File: config.mk
export PLATFORM = sky130hd
export DESIGN_NAME = fetch_redirect_unit
export DESIGN_NICKNAME = d
export VERILOG_FILES = /design/src/rtl/rv32i_pkg.sv /design/src/rtl/fetch_fifo.sv /design/src/rtl/fetch_redirect_unit.sv
export SDC_FILE = /design/constraint.sdc
export NUM_CORES = 1
export LEC_CHECK = 0
export BUFFER_PORTS_ARGS = -buffer_cell sky130_fd_sc_hd__buf_2
export CORE_MARGIN = 5
export CORE_UTILIZATION = 55
export CTS_CLUSTER_DIAMETER = 150
export CTS_CLUSTER_SIZE = 10
export DETAILED_ROUTE_END_ITERATION = 7
export GPL_ROUTABILITY_DRIVEN = 0
export GPL_TIMING_DRIVEN = 0
export PLACE_DENSITY = 0.76
export SYNTH_ARGS = -nofsm -noshare
export SYNTH_HDL_FRONTEND = slang
export SYNTH_SLANG_ARGS = --single-unit
File: constraint.sdc
create_clock -name clk -period 3.6 [get_ports clk]
set_clock_uncertainty 0.05 [all_clocks]
set_input_delay 0.36 -clock clk [delete_from_list [all_inputs] [get_ports clk]]
set_output_delay 0.36 -clock clk [all_outputs]
set_load 0.01 [all_outputs]
File: src/rtl/rv32i_pkg.sv
// Shared fetch-path types: buffered instruction entry and fetch FSM states.
package rv32i_pkg;

    localparam int unsigned XLEN = 32;
    localparam int unsigned ILEN = 32;

    typedef struct packed {
        logic [XLEN-1:0] pc;
        logic [ILEN-1:0] instr;
    } fetch_entry_t;

    typedef enum logic [1:0] {
        FS_BOOT,
        FS_FETCH,
        FS_FLUSH
    } fetch_state_t;

endpackage

File: src/rtl/fetch_fifo.sv
// Synchronous FIFO of fetch entries; flush empties it and voids same-cycle push/pop.
module fetch_fifo
    import rv32i_pkg::*;
#(
    parameter int unsigned DEPTH = 4,
    localparam int unsigned AW = $clog2(DEPTH),
    localparam int unsigned CW = $clog2(DEPTH + 1)
) (
    input  logic          clk,
    input  logic          rst_n,
    input  logic          push_i,
    input  fetch_entry_t  push_data_i,
    input  logic          pop_i,
    input  logic          flush_i,
    output fetch_entry_t  head_o,
    output logic          empty_o,
    output logic [CW-1:0] count_o
);

    fetch_entry_t  mem_q [DEPTH];
    logic [AW-1:0] rd_ptr_q, wr_ptr_q;
    logic [CW-1:0] count_q;
    logic          do_push, do_pop;

    assign do_push = push_i && !flush_i && (count_q != CW'(DEPTH));
    assign do_pop  = pop_i && !flush_i && (count_q != '0);

    always_ff @(posedge clk or negedge rst_n) begin
        if (!rst_n) begin
            rd_ptr_q <= '0;
            wr_ptr_q <= '0;
            count_q  <= '0;
        end else if (flush_i) begin
            rd_ptr_q <= '0;
            wr_ptr_q <= '0;
            count_q  <= '0;
        end else begin
            if (do_push) wr_ptr_q <= wr_ptr_q + AW'(1);
            if (do_pop)  rd_ptr_q <= rd_ptr_q + AW'(1);
            count_q <= count_q + CW'(do_push) - CW'(do_pop);
        end
    end

    // Storage needs no reset: it is only observed through count_q.
    always_ff @(posedge clk) begin
        if (do_push) mem_q[wr_ptr_q] <= push_data_i;
    end

    assign head_o  = mem_q[rd_ptr_q];
    assign empty_o = (count_q == '0);
    assign count_o = count_q;

endmodule

File: src/rtl/fetch_redirect_unit.sv
// Fetch front end: owns the PC, issues credit-limited imem requests, buffers words,
// and on a taken branch redirects, flushes and discards every old-path response.
module fetch_redirect_unit
    import rv32i_pkg::*;
#(
    parameter logic [31:0] RESET_PC        = 32'h0000_0000,
    parameter int unsigned FBUF_DEPTH      = 4,
    parameter int unsigned MAX_OUTSTANDING = 2
) (
    input  logic        clk,
    input  logic        rst_n,
    output logic        imem_req_valid,
    output logic [31:0] imem_req_addr,
    input  logic        imem_req_ready,
    input  logic        imem_rsp_valid,
    input  logic [31:0] imem_rsp_data,
    input  logic        br_valid,
    input  logic        br_taken,
    input  logic [31:0] br_target,
    output logic        if_valid,
    output logic [31:0] if_instr,
    output logic [31:0] if_pc,
    input  logic        if_ready
);

    localparam int unsigned OW = $clog2(MAX_OUTSTANDING + 1);
    localparam int unsigned CW = $clog2(FBUF_DEPTH + 1);

    fetch_state_t  state_q, state_d;
    logic [31:0]   pc_q, pc_d, rsp_pc_q, rsp_pc_d;
    logic [OW-1:0] outst_q, outst_d, kill_q, kill_d;
    logic [CW-1:0] fifo_count;
    logic          fifo_empty, req_fire, redirect, rsp_keep, push, pop;
    logic [31:0]   target;
    logic          unused_tgt_bits;
    fetch_entry_t  head, push_entry;

    assign redirect        = br_valid && br_taken;
    assign target          = {br_target[31:2], 2'b00};
    assign unused_tgt_bits = ^br_target[1:0];

    // Credit rule: a request only issues if its response is guaranteed a buffer slot.
    assign imem_req_valid = (state_q != FS_BOOT)
                         && (32'(outst_q) + 32'(fifo_count) < 32'(FBUF_DEPTH))
                         && (32'(outst_q) < 32'(MAX_OUTSTANDING));
    assign imem_req_addr  = pc_q;
    assign req_fire       = imem_req_valid && imem_req_ready;

    always_ff @(posedge clk or negedge rst_n) begin
        if (!rst_n) begin
            state_q  <= FS_BOOT;
            pc_q     <= RESET_PC;
            rsp_pc_q <= RESET_PC;
            outst_q  <= '0;
            kill_q   <= '0;
        end else begin
            state_q  <= state_d;
            pc_q     <= pc_d;
            rsp_pc_q <= rsp_pc_d;
            outst_q  <= outst_d;
            kill_q   <= kill_d;
        end
    end

    always_comb begin
        state_d  = state_q;
        pc_d     = pc_q;
        rsp_pc_d = rsp_pc_q;
        outst_d  = outst_q + OW'(req_fire) - OW'(imem_rsp_valid);
        kill_d   = kill_q;
        rsp_keep = 1'b0;

        if (imem_rsp_valid) begin
            if (kill_q != '0) begin
                kill_d = kill_q - OW'(1);
            end else begin
                rsp_keep = 1'b1;
                rsp_pc_d = rsp_pc_q + 32'd4;
            end
        end
        if (req_fire) pc_d = pc_q + 32'd4;

        case (state_q)
            FS_BOOT:  state_d = FS_FETCH;
            FS_FETCH: state_d = FS_FETCH;
            FS_FLUSH: if (kill_d == '0) state_d = FS_FETCH;
            default:  state_d = FS_BOOT;
        endcase

        // Everything still outstanding after this edge belongs to the old path.
        if (redirect) begin
            pc_d     = target;
            rsp_pc_d = target;
            kill_d   = outst_d;
            state_d  = (outst_d != '0) ? FS_FLUSH : FS_FETCH;
        end
    end

    assign push_entry = '{pc: rsp_pc_q, instr: imem_rsp_data};
    assign push       = rsp_keep && !redirect;
    assign pop        = !fifo_empty && if_ready;

    fetch_fifo #(.DEPTH(FBUF_DEPTH)) u_fifo (
        .clk         (clk),
        .rst_n       (rst_n),
        .push_i      (push),
        .push_data_i (push_entry),
        .pop_i       (pop),
        .flush_i     (redirect),
        .head_o      (head),
        .empty_o     (fifo_empty),
        .count_o     (fifo_count)
    );

    assign if_valid = !fifo_empty;
    assign if_instr = fifo_empty ? 32'h0 : head.instr;
    assign if_pc    = fifo_empty ? 32'h0 : head.pc;

endmodule

==> Yosys cells after proc, flatten, opt, wreduce, memory -nomap -nowiden <==
Memory sizes are Yosys's and may differ from the RTL's.
Index checks and enable logic that the tools add are counted.
{ "word_totals": {"ff_bits": 77, "latchBits": 0, "n_memories": 1, "rom_bits": 0, "word_cells": 74, "inputBits": 71, "output_inout_bits": 98, "mem_bits_rw": 256} }
{ "classes": {"n_reduce_logical": 25, "shift": 0, "n_addsub": 10, "n_lt_le_gt_ge": 2, "n_mux": 23, "multipliers": 0, "n_eq_ne": 5, "div_mod_pow": 0, "n_bitwise": 0} }
{ "memory_table": {"columns": ["memory", "depth", "word_bits", "rd", "rd_clocked_by_memory_dff", "write_ports", "line_no", "source"], "rows": [
  ["u_fifo.mem_q", 4, 64, 1, 0, 1, "fetch_fifo.sv:20", "fetch_entry_t mem_q [DEPTH];"]
]} }
{ "ops": {"columns": ["op", "count"], "rows": [
  ["32-bit two-way mux", 7],
  ["32-bit by 3-bit adder with 32-bit output, second input constant", 2],
  ["2-bit two-way mux", 10],
  ["2-bit nonzero test", 7],
  ["1-bit logical AND", 10],
  ["2-bit by 1-bit adder with 2-bit output, second input constant", 2],
  ["2-bit by 3-bit adder with 4-bit output", 1],
  ["2-bit zero test", 2],
  ["4-bit by 3-bit < comparator with 1-bit output, second input constant", 1],
  ["1-bit two-way mux", 4],
  ["2-bit case mux with 2 select lines", 1],
  ["3-bit by 1-bit adder with 3-bit output", 1],
  ["3-bit zero test", 1],
  ["3-bit two-way mux", 1],
  ["3-bit by 2-bit != test with 1-bit output, second input constant", 1],
  ["3-bit != test, second input constant", 1],
  ["3-bit nonzero test", 1],
  ["3-bit by 1-bit subtractor with 3-bit output", 1],
  ["2-bit by 1-bit adder with 2-bit output", 1],
  ["2-bit by 1-bit equality test with 1-bit output, second input constant", 1],
  ["2-bit equality test, second input constant", 1],
  ["1-bit zero test", 2],
  ["2-bit < comparator, second input constant", 1],
  ["2-bit by 1-bit != test with 1-bit output, second input constant", 1],
  ["other kinds (4)", 4]
]} }

==> Logic depth before layout (Yosys ltp) <==
{ "logic_depth": {"depth_word": 10, "ltp_mapped": 12, "ltp_nobuf": 11} }

==> Hierarchy <==
Synthesis repeated with hierarchy kept, for this count alone.
{ "unflattened": {"cells_unflattened": 834, "area_unflattened_um2": 13751.9} }
{ "by_module_without_submodules": {"columns": ["mod", "cells_per_inst", "area_each_um2", "n_inst"], "rows": [
  ["fetch_fifo", 378, 9684.3, 1],
  ["fetch_redirect_unit", 456, 4067.7, 1]
]} }

==> Least setup slack after synthesis <==
OpenSTA, ideal clock, no wires.
{ "synth_timing": {"path_type": "reg2reg", "start": "register kill_q[1]", "end": "memory u_fifo.mem_q[1][0] (netlist name) (enable)", "stages_incl_launch_ff": 5, "period_less_slack_ns": 3.188, "t_required_ns": 3.124, "slack_ns": 0.412, "n_path_buf": 1, "t_arrival_ns": 2.712, "cell_sequence": "dfrtp_1 nor3b_2 o311a_1 clkbuf_1 and2_1"} }
{ "synth_via": {"elab_chain_len": 8} }
{ "synth_rtl": {"columns": ["element", "line_no", "source"], "rows": [
  ["from (decl)", "fetch_redirect_unit.sv:31", "logic [OW-1:0] outst_q, outst_d, kill_q, kill_d;"],
  ["from (signal assigned)", "fetch_redirect_unit.sv:61", "kill_q <= kill_d;"],
  ["2-bit nonzero test", "fetch_redirect_unit.sv:74", "if (kill_q != '0) begin"],
  ["1-bit two-way mux", "fetch_redirect_unit.sv:74", null],
  ["1-bit two-way mux", "fetch_redirect_unit.sv:73", "if (imem_rsp_valid) begin"],
  ["1-bit logical AND", "fetch_redirect_unit.sv:100", "assign push = rsp_keep && !redirect;"],
  ["1-bit logical AND (2 in a row)", "fetch_fifo.sv:25", "assign do_push = push_i && !flush_i && (count_q != CW'(DEPTH));"],
  ["1-bit two-way mux", "fetch_fifo.sv:46", "if (do_push) mem_q[wr_ptr_q] <= push_data_i;"],
  ["1-bit two-way mux (not written as such)", "fetch_fifo.sv:46", null],
  ["to (decl)", "fetch_fifo.sv:20", null]
]} }
No other way between the ends.

==> Worst setup path in the final report <==
{ "layout_timing": {"start": "register u_fifo.rd_ptr_q[0]", "end": "output port if_pc[16]"} }
{ "layout_via": {"elab_chain_len": 2} }
{ "layout_rtl": {"columns": ["element", "line_no", "source"], "rows": [
  ["from (decl)", "fetch_fifo.sv:21", "logic [AW-1:0] rd_ptr_q, wr_ptr_q;"],
  ["from (signal assigned)", "fetch_fifo.sv:39", "if (do_pop) rd_ptr_q <= rd_ptr_q + AW'(1);"],
  ["memory 4 x 64 bit", null, null],
  ["32-bit two-way mux", "fetch_redirect_unit.sv:117", "assign if_pc = fifo_empty ? 32'h0 : head.pc;"],
  ["to (decl)", "fetch_redirect_unit.sv:22", "output logic [31:0] if_pc,"]
]} }
No other way between the ends.

==> out/results.txt <==
The run finished with clean final reports. The worst setup path is launched from a flip-flop. The reg-to-reg critical path endpoint is state_q[0]$_DFFE_PN0P_.

The layout overhead on the synthesized area was 18.25%; the deepest level of the CTS H-tree was 2. In this run the most critical hold path is launched from imem_rsp_data[28]. The actual slew at the worst max-slew pin was 0.7374 ns. In this run the critical register-to-register path is launched from u_fifo.count_o[1]$_DFF_PN0_.

By area the synthesized netlist is led by sky130_fd_sc_hd__edfxtp_1 (54%), sky130_fd_sc_hd__dfrtp_1 (13%), sky130_fd_sc_hd__mux4_2 (10%), sky130_fd_sc_hd__and2_1 (3.4%), sky130_fd_sc_hd__nor2_1 (1.6%). Global routing used 22.41% of the available tracks. The logs give 0.02833 mm² for the die area and 0 for the warning count from the yosys run. The floorplan step set the die width to 168.3 µm. The path with the worst hold slack has its endpoint at u_fifo.mem_q[0][28]$_DFFE_PP_. Derived from the worst setup path, the maximum achievable clock frequency is 314.3 MHz. The most used flip-flop cell after synthesis was sky130_fd_sc_hd__edfxtp_1. Dividing the final minimum period by the clock period gives 88.38%. The top cell type by area accounts for 54.03% of the synthesized area. Dividing total power by cell area gives a power density of 722.7 mW/mm². The run gives 58 as the number of placement rows. The number of cells on the worst reg-to-reg path is 12, and the first-pass GRT wire length is 50.21 mm. Largest fanout on the critical path: 10. The min-delay analysis places its worst path in the category in -> reg. The number of setup violations in the final report came out at 0. After legalization and detailed placement, the total HPWL measured 20.59 mm.

In the final routed layout, each cell accounts on average for 21.42 µm. For this design the top-level I/O count stands at 169. The analysis attributes to cell leakage a power of 5.831 nW.

Measured along the y axis, the die boundary spans 168.3 µm. Summing all multi-input logic gate instances after layout gives 0.004238 mm². The post-synthesis instance area is 0.01378 mm². sky130_fd_sc_hd__edfxtp_1 takes more of the synthesized area than any other cell. Final-report max-slew violation count: 0. TritonCTS built the clock tree. For this run, asynchronously set or reset flops after synthesis account for 22.74%.

The overall overflow remaining after global route is 0, and the time the final worst path needs with I/O delays and setup is 3.182 ns. The final setup TNS came out at 0 ns. The number of max-cap violations was 0; the post-CTS setup repair buffer count was 0. For this block, the initial DRC count from the detailed router was 684. For this design, the sink count on the clock tree is 321.

The logs give 9,153 for the via count of the first global-routing pass and 0.4654 mV for the worst IR drop on VDD. The worst setup path is captured at an output pin. The library cell used most frequently in the layout, excluding fill and tap cells, is sky130_fd_sc_hd__edfxtp_1. In this run the remaining antenna-violating nets after routing total 0. The number of clock buffers added by TritonCTS is 38.

Setup repair after global routing left no endpoint under its margin. Counting flops with a built-in enable in the synthesized netlist gives 248. The run gives 1,208 as the final layout net count. In the layout the commonest cells are sky130_fd_sc_hd__edfxtp_1 (248), sky130_fd_sc_hd__buf_2 (167), sky130_fd_sc_hd__dfrtp_1 (73). The portion of the post-synthesis area used by sequential elements came out at 67.28%.

Each instance of the synthesized netlist takes up on average 15.21 µm². The final hold violation count was 0; the count of distinct cell types in the synthesized netlist was 55. Startpoint-to-endpoint class of the critical path: reg -> out. For the number of diodes, the log shows 0.

In this run the tool buffered the top-level ports with 162 buffer cells. Summing all flip-flop and latch instances after layout gives 0.009274 mm². Data on the critical path arrives at its endpoint at 2.77 ns. The cell depth of the worst hold path was 1; the total wire length after detailed routing was 31.47 mm. The run gives 54 as the largest net degree at the start of global routing. After clock tree synthesis, the clock-pin slew on the worst setup and hold paths is 0.05 ns. After technology mapping, the gate count stands at 906. The setup check on the worst reg-to-reg path leaves a slack of 0.46 ns. The detailed-router iteration count before antenna repair was 5. Hold is met by 0.02197 ns. The tools report the source-to-sink clock delay at the later pin of the worst-skew pair as 0.51 ns. The overall via count from detail_route came out at 8,911. Fraction of final layout cells sized beyond drive strength 1: 25.90%.

The initial utilization of the core area, before any placement, comes to 55.21%. The clock passes through at most 3 buffers. CTS placed an instance of sky130_fd_sc_hd__clkbuf_16 at the clock tree root. The total area inside the core boundary comes to 0.02496 mm². The worst pin sits at a relative slew slack of 50.17%. The filler cell count was 1,797; the residual DRC count was 0.

After synthesis the netlist holds a flip-flop and latch count of 321. Measured on the finished design, the core utilization comes to 65.29%. Data required time of the critical path: 3.19 ns. The number of vias per cell after detailed routing was 6.066; the initial antenna violation count was 1.
report_power, final:
part	switching, mW	total, mW	internal [mW]
clock network	1.34	3.27	1.93
registers	0.355	4.87	4.52
logic	1.96	3.64	1.67
repair_timing:
action                     CTS  global route
hold buffers                 9             0
setup endpoints to repair    0             8
gates resized for setup      0             2
hold endpoints to repair    53             0
area by class of cell:
type                            instances  area share (%)
Clock inverter                          4          0.2610
Buffer                                 56           1.482
Multi-Input combinational cell        518           26.00
Timing Repair Buffer                  176           6.387
Inverter                               14          0.3224
Tap cell                              330           2.533
Sequential cell                       321           56.90
Clock buffer                           50           6.111
cell families after synthesis:
kind of cell / share of synthesized area [%]
buf+inv: 2.124
compound gates: 5.047
flops: 67.28
fa+ha+maj: 1.144
xor+xnor: 1.017
other cells: 0.02721
mux: 10.28
simple gates: 13.08
state kept, by name (all words and copies together) (netlist names):
name             cells
u_fifo.rd_ptr_q      2
imem_req_addr       30
state_q              2
u_fifo.wr_ptr_q      2
u_fifo.count_o       3
u_fifo.mem_q       248
outst_q              2
rsp_pc_q            30
kill_q               2
through the flow:
stage	setup WS (ns)	instances	total power, mW	cell area (µm²)
2_1_floorplan	0.4116	909	7.217	13790
3_3_place_gp	-0.9993	1401	8.486	15020
3_5_place_dp	0.5310	1406	8.599	15170
4_1_cts	0.1036	1469	11.91	16300
5_1_grt	0.1806	1469	12.44	16300
6_report	0.4183	1469	11.78	16300
how the worst max path moves through the flow:
stage / from / to / slack [ns] / cells after the start
CTS: u_fifo.rd_ptr_q[0]$_DFFE_PN0P_ / if_pc[24] / 0.10 / 5
floorplan: kill_q[1]$_DFF_PN0_ / u_fifo.mem_q[1][0]$_DFFE_PP_ / 0.41 / 4
global placement: br_valid / u_fifo.mem_q[0][13]$_DFFE_PP_ / -1.0 / 6
finish: u_fifo.rd_ptr_q[0]$_DFFE_PN0P_ / if_pc[16] / 0.42 / 5
detailed placement: u_fifo.count_o[1]$_DFF_PN0_ / state_q[0]$_DFFE_PN0P_ / 0.53 / 12
global route: u_fifo.rd_ptr_q[0]$_DFFE_PN0P_ / if_pc[16] / 0.18 / 5
cells in the mapped netlist (3+ instances only):
cell type,number
sky130_fd_sc_hd__or3_1,9
sky130_fd_sc_hd__nor3_1,21
sky130_fd_sc_hd__o21ai_0,10
sky130_fd_sc_hd__o2bb2ai_1,3
sky130_fd_sc_hd__inv_1,13
sky130_fd_sc_hd__nor2b_1,3
sky130_fd_sc_hd__a31oi_1,19
sky130_fd_sc_hd__or4_1,11
sky130_fd_sc_hd__and2_1,75
sky130_fd_sc_hd__nand2_1,41
sky130_fd_sc_hd__a21oi_1,13
sky130_fd_sc_hd__a21o_1,4
sky130_fd_sc_hd__or2_2,3
sky130_fd_sc_hd__nor4_1,19
sky130_fd_sc_hd__dfrtp_1,73
sky130_fd_sc_hd__buf_4,4
sky130_fd_sc_hd__and4_1,18
sky130_fd_sc_hd__a311oi_1,3
sky130_fd_sc_hd__buf_2,6
sky130_fd_sc_hd__nand4_1,17
sky130_fd_sc_hd__a211oi_1,26
sky130_fd_sc_hd__clkbuf_1,39
sky130_fd_sc_hd__mux4_2,62
sky130_fd_sc_hd__nor2_1,58
sky130_fd_sc_hd__and3_1,13
sky130_fd_sc_hd__ha_1,11
sky130_fd_sc_hd__buf_1,6
sky130_fd_sc_hd__nand3_1,22
sky130_fd_sc_hd__o31ai_1,11
sky130_fd_sc_hd__xnor2_1,8
sky130_fd_sc_hd__edfxtp_1,248
sky130_fd_sc_hd__xor2_1,8
critical path, cell delays in order (launching register included):
cell                       delay (ns)
sky130_fd_sc_hd__dfrtp_1         0.32
sky130_fd_sc_hd__clkbuf_1        0.54
sky130_fd_sc_hd__buf_2           0.47
sky130_fd_sc_hd__mux4_2          0.56
sky130_fd_sc_hd__and2_1          0.21
sky130_fd_sc_hd__buf_2           0.15
layer usage:
layer / up-vias / global-route usage (%) / routed length (µm)
li1: 3970 / - / -
met1: 4448 / 31.80 / 13140
met2: 427 / 35.60 / 15060
met3: 64 / 4.954 / 2591
met4: 2 / 6.316 / 676
met5: - / 0 / 7
Power figures use the tool's default switching activity.
